$ cat src/rtl/disp_scan_ctrl.sv
// ---------------------------------------------------------------------------
// disp_scan_ctrl
// Time-multiplexed scan controller for a four-digit common-anode 7-segment
// display sharing one BCD-to-segment decoder.
//
// Every digit slot is a dead-time gap (all anodes off) followed by a drive
// window for one digit. The anode enables and the decoder code are registered
// and always change on the same edge, so the decoder never shows a transient
// value on an enabled digit.
//
// New display values come in through a valid/ready handshake. An accepted
// value waits in a pending register. It is copied to the active register
// only at a frame boundary, so a single frame never mixes old and new digits.
// ---------------------------------------------------------------------------
module disp_scan_ctrl #(
    parameter int DIV  = 1000,  // drive cycles per digit slot (2..65535)
    parameter int DEAD = 8      // blanking cycles ahead of each slot (1..255)
) (
    input  logic        clk,
    input  logic        rst_n,
    input  logic        upd_valid,
    output logic        upd_ready,
    input  logic [15:0] upd_value,
    input  logic        lz_en,
    output logic [3:0]  dig_code,
    output logic [3:0]  an,
    output logic        frame_done,
    output logic        bcd_err
);

    // Decoder code that lights no segments.
    localparam logic [3:0]  BLANK     = 4'b1010;
    localparam logic [3:0]  AN_OFF    = 4'b1111;
    // Terminal counts. Both counters run from zero up to these values.
    localparam logic [15:0] DIV_LAST  = 16'(DIV - 1);
    localparam logic [7:0]  DEAD_LAST = 8'(DEAD - 1);

    typedef enum logic {
        DEADT = 1'b0,
        DRIVE = 1'b1
    } state_t;

    // -----------------------------------------------------------------------
    // Helpers
    // -----------------------------------------------------------------------

    // Decoder code for digit 'sel' of 'val'. A non-BCD nibble shows as blank.
    // With lz set, a digit above digit 0 is blanked when it and every higher
    // digit are zero. That is the same as saying the value shifted down to
    // this digit is all zero.
    function automatic logic [3:0] digit_code(input logic [15:0] val,
                                              input logic [1:0]  sel,
                                              input logic        lz);
        logic [15:0] upper_v;
        logic [3:0]  nib_v;
        logic        blank_v;
        upper_v = val >> {sel, 2'b00};
        nib_v   = upper_v[3:0];
        blank_v = lz && (sel != 2'd0) && (upper_v == 16'h0000);
        if (blank_v || (nib_v > 4'd9)) begin
            digit_code = BLANK;
        end else begin
            digit_code = nib_v;
        end
    endfunction

    // True when any of the four nibbles is not a legal BCD digit.
    function automatic logic has_bad_bcd(input logic [15:0] val);
        logic bad_v;
        bad_v = 1'b0;
        for (int i = 0; i < 4; i++) begin
            if (val[i*4 +: 4] > 4'd9) begin
                bad_v = 1'b1;
            end else begin
                bad_v = bad_v;
            end
        end
        has_bad_bcd = bad_v;
    endfunction

    // -----------------------------------------------------------------------
    // State
    // -----------------------------------------------------------------------
    state_t      state_r;
    logic [1:0]  idx_r;
    logic [15:0] div_cnt_r;
    logic [7:0]  dead_cnt_r;
    logic [3:0]  an_r;
    logic [3:0]  dig_code_r;
    logic        frame_done_r;

    logic [15:0] active_r;
    logic [15:0] pending_r;
    logic        pend_valid_r;
    logic        upd_ready_r;
    logic        bcd_err_r;

    // Combinational decode of the current cycle.
    logic        dead_end_s;
    logic        drive_end_s;
    logic        boundary_s;
    logic        load_s;
    logic        accept_s;
    logic [1:0]  idx_next_s;
    logic [15:0] src_value_s;
    logic [3:0]  entry_code_s;

    // Slot-end detection, frame boundary and the code for the next drive window.
    always_comb begin
        dead_end_s  = (state_r == DEADT) && (dead_cnt_r == DEAD_LAST);
        drive_end_s = (state_r == DRIVE) && (div_cnt_r == DIV_LAST);
        idx_next_s  = idx_r + 2'd1;
        // The frame boundary is the dead-time exit that wraps back to digit 0.
        boundary_s  = dead_end_s && (idx_r == 2'd3);
        load_s      = boundary_s && pend_valid_r;
        accept_s    = upd_valid && upd_ready_r;
        // On a boundary that loads a new value, the digit-0 code must come
        // from that value. Otherwise the first digit would show stale data.
        if (load_s) begin
            src_value_s = pending_r;
        end else begin
            src_value_s = active_r;
        end
        entry_code_s = digit_code(src_value_s, idx_next_s, lz_en);
    end

    // Scan FSM: dead-time and drive counters, digit index and the registered
    // anode and decoder outputs.
    always_ff @(posedge clk) begin
        if (!rst_n) begin
            state_r      <= DEADT;
            idx_r        <= 2'd3;
            div_cnt_r    <= 16'd0;
            dead_cnt_r   <= 8'd0;
            an_r         <= AN_OFF;
            dig_code_r   <= BLANK;
            frame_done_r <= 1'b0;
        end else begin
            frame_done_r <= 1'b0;
            case (state_r)
                DEADT: begin
                    if (dead_end_s) begin
                        state_r      <= DRIVE;
                        idx_r        <= idx_next_s;
                        dead_cnt_r   <= 8'd0;
                        div_cnt_r    <= 16'd0;
                        an_r         <= ~(4'b0001 << idx_next_s);
                        dig_code_r   <= entry_code_s;
                        frame_done_r <= boundary_s;
                    end else begin
                        dead_cnt_r   <= dead_cnt_r + 8'd1;
                    end
                end
                DRIVE: begin
                    if (drive_end_s) begin
                        state_r    <= DEADT;
                        div_cnt_r  <= 16'd0;
                        dead_cnt_r <= 8'd0;
                        an_r       <= AN_OFF;
                        dig_code_r <= BLANK;
                    end else begin
                        div_cnt_r  <= div_cnt_r + 16'd1;
                    end
                end
                default: begin
                    // Unreachable encoding: go back to a safe blanked slot.
                    state_r    <= DEADT;
                    idx_r      <= 2'd3;
                    div_cnt_r  <= 16'd0;
                    dead_cnt_r <= 8'd0;
                    an_r       <= AN_OFF;
                    dig_code_r <= BLANK;
                end
            endcase
        end
    end

    // Update handshake: capture into pending, move pending to active at the
    // frame boundary, and keep the sticky BCD error flag.
    always_ff @(posedge clk) begin
        if (!rst_n) begin
            active_r     <= 16'h0000;
            pending_r    <= 16'h0000;
            pend_valid_r <= 1'b0;
            upd_ready_r  <= 1'b1;
            bcd_err_r    <= 1'b0;
        end else begin
            if (load_s) begin
                active_r <= pending_r;
            end else begin
                active_r <= active_r;
            end

            // Ready is low whenever pend_valid is set, so an accept and a
            // load can never happen in the same cycle. An accept that lands
            // on the boundary cycle stays pending until the next boundary.
            if (accept_s) begin
                pending_r    <= upd_value;
                pend_valid_r <= 1'b1;
            end else if (load_s) begin
                pend_valid_r <= 1'b0;
            end else begin
                pend_valid_r <= pend_valid_r;
            end

            // Ready comes back in the cycle after frame_done, and only if
            // nothing is still waiting for a later boundary.
            if (accept_s) begin
                upd_ready_r <= 1'b0;
            end else if (frame_done_r && !pend_valid_r) begin
                upd_ready_r <= 1'b1;
            end else begin
                upd_ready_r <= upd_ready_r;
            end

            if (accept_s && has_bad_bcd(upd_value)) begin
                bcd_err_r <= 1'b1;
            end else begin
                bcd_err_r <= bcd_err_r;
            end
        end
    end

    assign an         = an_r;
    assign dig_code   = dig_code_r;
    assign frame_done = frame_done_r;
    assign upd_ready  = upd_ready_r;
    assign bcd_err    = bcd_err_r;

endmodule
$ cat config.mk
export PLATFORM = sky130hd
export DESIGN_NAME = disp_scan_ctrl
export DESIGN_NICKNAME = d
export VERILOG_FILES = /design/src/rtl/disp_scan_ctrl.sv
export SDC_FILE = /design/constraint.sdc
export NUM_CORES = 1
export LEC_CHECK = 0
export CAP_MARGIN = 10
export CORE_ASPECT_RATIO = 1.5
export CORE_MARGIN = 2
export CORE_UTILIZATION = 40
export CTS_BUF_LIST = sky130_fd_sc_hd__clkbuf_16
export DETAILED_ROUTE_END_ITERATION = 8
export PLACE_DENSITY_LB_ADDON = 0.05
export SETUP_SLACK_MARGIN = 0.2
export SLEW_MARGIN = 20
export SYNTH_ARGS = -nofsm -noshare
export SYNTH_HDL_FRONTEND = slang
export SYNTH_SLANG_ARGS = --single-unit
$ cat constraint.sdc
create_clock -name clk -period 8.6 [get_ports clk]
set_input_delay 1.72 -clock clk [delete_from_list [all_inputs] [get_ports clk]]
set_output_delay 1.72 -clock clk [all_outputs]
set_load 0.02 [all_outputs]
==> out/metrics.cfg <==
[status]
outcome = complete, no violations

[route]
ant_nets = 0
vias = 3198
drt_iter0_markers = 113
drt-wirelength-per-cell_um = 16.9
firstDrtPassIters = 4
drcViolationCount = 0
totalWireLength_mm = 9.57
via_per_inst = 5.65

[layout]
layout.nets = 480
ff_latch_area_um2 = 1420
layout-drive-gt1-share_pct = 5.70
n_antenna_cell = 0
area_growth_pct = 17.5
multi_input_area_um2 = 2000
nFillCells = 936

[power]
switching_share_pct = 23.7
vdd_drop_max_v = 0.000104
clkPwrFrac_pct = 45.0
p_leak_nw = 1.55
comb_power_share_pct = 6.6
seqPwrFrac_pct = 48.5
power.density_nw_per_um2 = 172
total_power_mw = 0.713
netSwitchingPower_mw = 0.169
power.internal_mw = 0.544

[global_route]
grtUsageMet2_pct = 38.1
grt_use_met1_pct = 24.5
grt_start_max_net_pins = 46
grt_use_met3_pct = 5.23
antenna_found_initial = 0
overflow = 0
grt_pass1_vias = 3043
grt_pass1_wl_mm = 15.7
grtUsageTotal_pct = 21.6
grt-busiest-layer = met2

[cts]
cts.hold.buffers_added = 0
clk_root_buffer_cell = clkbuf_16
cts_tree = yes
numCtsBuffers = 9
clock_path_buffers = 2
post_cts_buffers = 0
cts_sinks = 71
clk_pin_slew_ps = 50
htree_levels = 3
clk_latency_ps = 340
ctsResizeCount = 0

[yosys]
synth_nets = 457
synth_top_area_share_pct = 40.2
yosys.area_share.adder_pct = 2.48
synth_top_family_by_area = simple AND/OR/NAND/NOR gates
yosys.area_share.simple_pct = 28.1
synthDistinctLibCells = 60
synth_area_leaders = dfxtp_1 (40%), nand2_1 (9.0%), a21oi_1 (6.2%), nor2_1 (4.0%), ha_1 (2.5%)
synth_compound_area_share_pct = 18.2
ys_async_sr_fraction_pct = 0
ys_warn_count = 0
synth_xor_area_share_pct = 2.97
ys_seq_elements = 71
synth_area_per_cell_um2 = 8.22
synth_ff_type = dfxtp_1
synth_edf_count = 0
synth_area_um2 = 3530
syn_inst = 430
synth_mux_area_share_pct = 4.71
netlist_top_cells_count = nand2_1 (85), dfxtp_1 (71), a21oi_1 (44)
synth_seq_area_share_pct = 40.2
yosysTopAreaCell = dfxtp_1
yosysMostFrequentCell = nand2_1

[job]
drv_cap = 0

[timing]
setup_viol = 0
fin_tns_setup_ps = 0
finalCriticalPeriod_ps = 4020
worstMarginPinSlew_ps = 779
hold_violations = 0
setup_ws_ps = 4580
post-route-period-util_pct = 46.7
final_max_slew_viol_count = 0
holdWs_ps = 457
rsz0062_at_grt = no
fin_skew_ps = 5.11
relSlewSlack_pct = 48.0
fmax_ghz = 0.249

[worst_setup_path]
arrival_ps = 4270
crit_path_cell_trace = clkdlybuf4s50_1 > inv_2 > a211oi_1 > buf_4 > a21oi_4 > nor2_1 > a2111o_1 > o31ai_1
endpoint_kind = flip-flop
crit_buf_inv = 3
cp_slowest_cell = inv_2
critPathTopFamily = buffers and inverters
worst-setup-path-type = input port to flip-flop
required_ps = 8850
start_kind = input port
critical_path.max_fanout = 45
max_stage_delay_ps = 650

[hold_path]
hold_class = flip-flop to flip-flop

[floorplan]
core_area_um2 = 8720
dieArea_um2 = 9620
boundaryPins = 31
core.rowCount = 42
die_x_um = 80.8
start_util_pct = 40.5
die_h_um = 119

[placed_design]
place_ws_ps = 4180
dp_hpwl_mm = 6.97
port_buffers = 30
gp_congestion = 0.874

-- flip-flops by register name (all words and copies together) (netlist names), 2 cells and up --
name and cells:
idx_r 2, active_r 16, pending_r 16, an 4
dig_code 4, dead_cnt_r 8, div_cnt_r 16
-- cell usage in the layout, fill, tap and decap left out, types with 9 or more instances in the layout --
cell type,instances
nor2_1,38
a21oi_1,44
nor4_1,12
clkdlybuf4s50_1,30
nand2_1,85
dfxtp_1,71
o21ai_1,9
clkbuf_16,9
nand3_1,9
o31ai_1,10
-- power groups by stage --
stage / Sequential (mW) / Clock [mW] / Combinational (mW)
2_1_floorplan: 0.350 / 0 / 0.0283
3_3_place_gp: 0.353 / 0 / 0.0468
3_5_place_dp: 0.353 / 0 / 0.0470
4_1_cts: 0.346 / 0.327 / 0.0472
5_1_grt: 0.346 / 0.342 / 0.0525
6_report: 0.346 / 0.321 / 0.0467
-- through the flow --
step / instance area [um^2] / util (%) / instances
final: 4150 / 47.6 / 566
after global routing: 4150 / 47.6 / 566
after CTS: 4150 / 47.6 / 566
after detailed placement: 3910 / 44.8 / 552
after global placement: 3910 / 44.8 / 552
after floorplan: 3530 / - / 430
-- final timing paths --
| path | startpoint | end | slack (ps) | cells past startpoint |
|---|---|---|---|---|
| hold / removal | active_r[3] | active_r[3] | 460 | 2 |
| setup reg to reg | idx_r[0] | dig_code[1] | 4920 | 6 |
| hold reg to reg | active_r[3] | active_r[3] | 460 | 2 |
| setup / recovery | rst_n | dig_code[1] | 4580 | 8 |
-- kinds of logic after synthesis --
group,after synthesis
AND/OR/NAND/NOR,200
AO/OA/AOI/OAI,100
flip-flops,71
buffers and inverters,28
XOR/XNOR,12
multiplexers,12
adder cells (fa/ha/maj),7
-- cell type report --
class	count	area share (%)
clock buffer	9	5.42
clock inverter	5	0.512
sequential	71	34.2
inverter	7	0.633
tap	110	3.31
timing repair buffer	33	7.77
multi-input combinational	331	48.1
-- tightest hold or removal path, cell delays in order (launching register included) --
cell and delay (ps):
dfxtp_1 310, nand2_1 50, a21oi_1 50
-- metal layers --
layer	part of all wire (%)	routed length [um]
met4	2.4	227
met2	54	5190
met5	0	0
met3	2.9	281
met1	40	3870
Note: power is estimated with default switching activity, not from simulation.
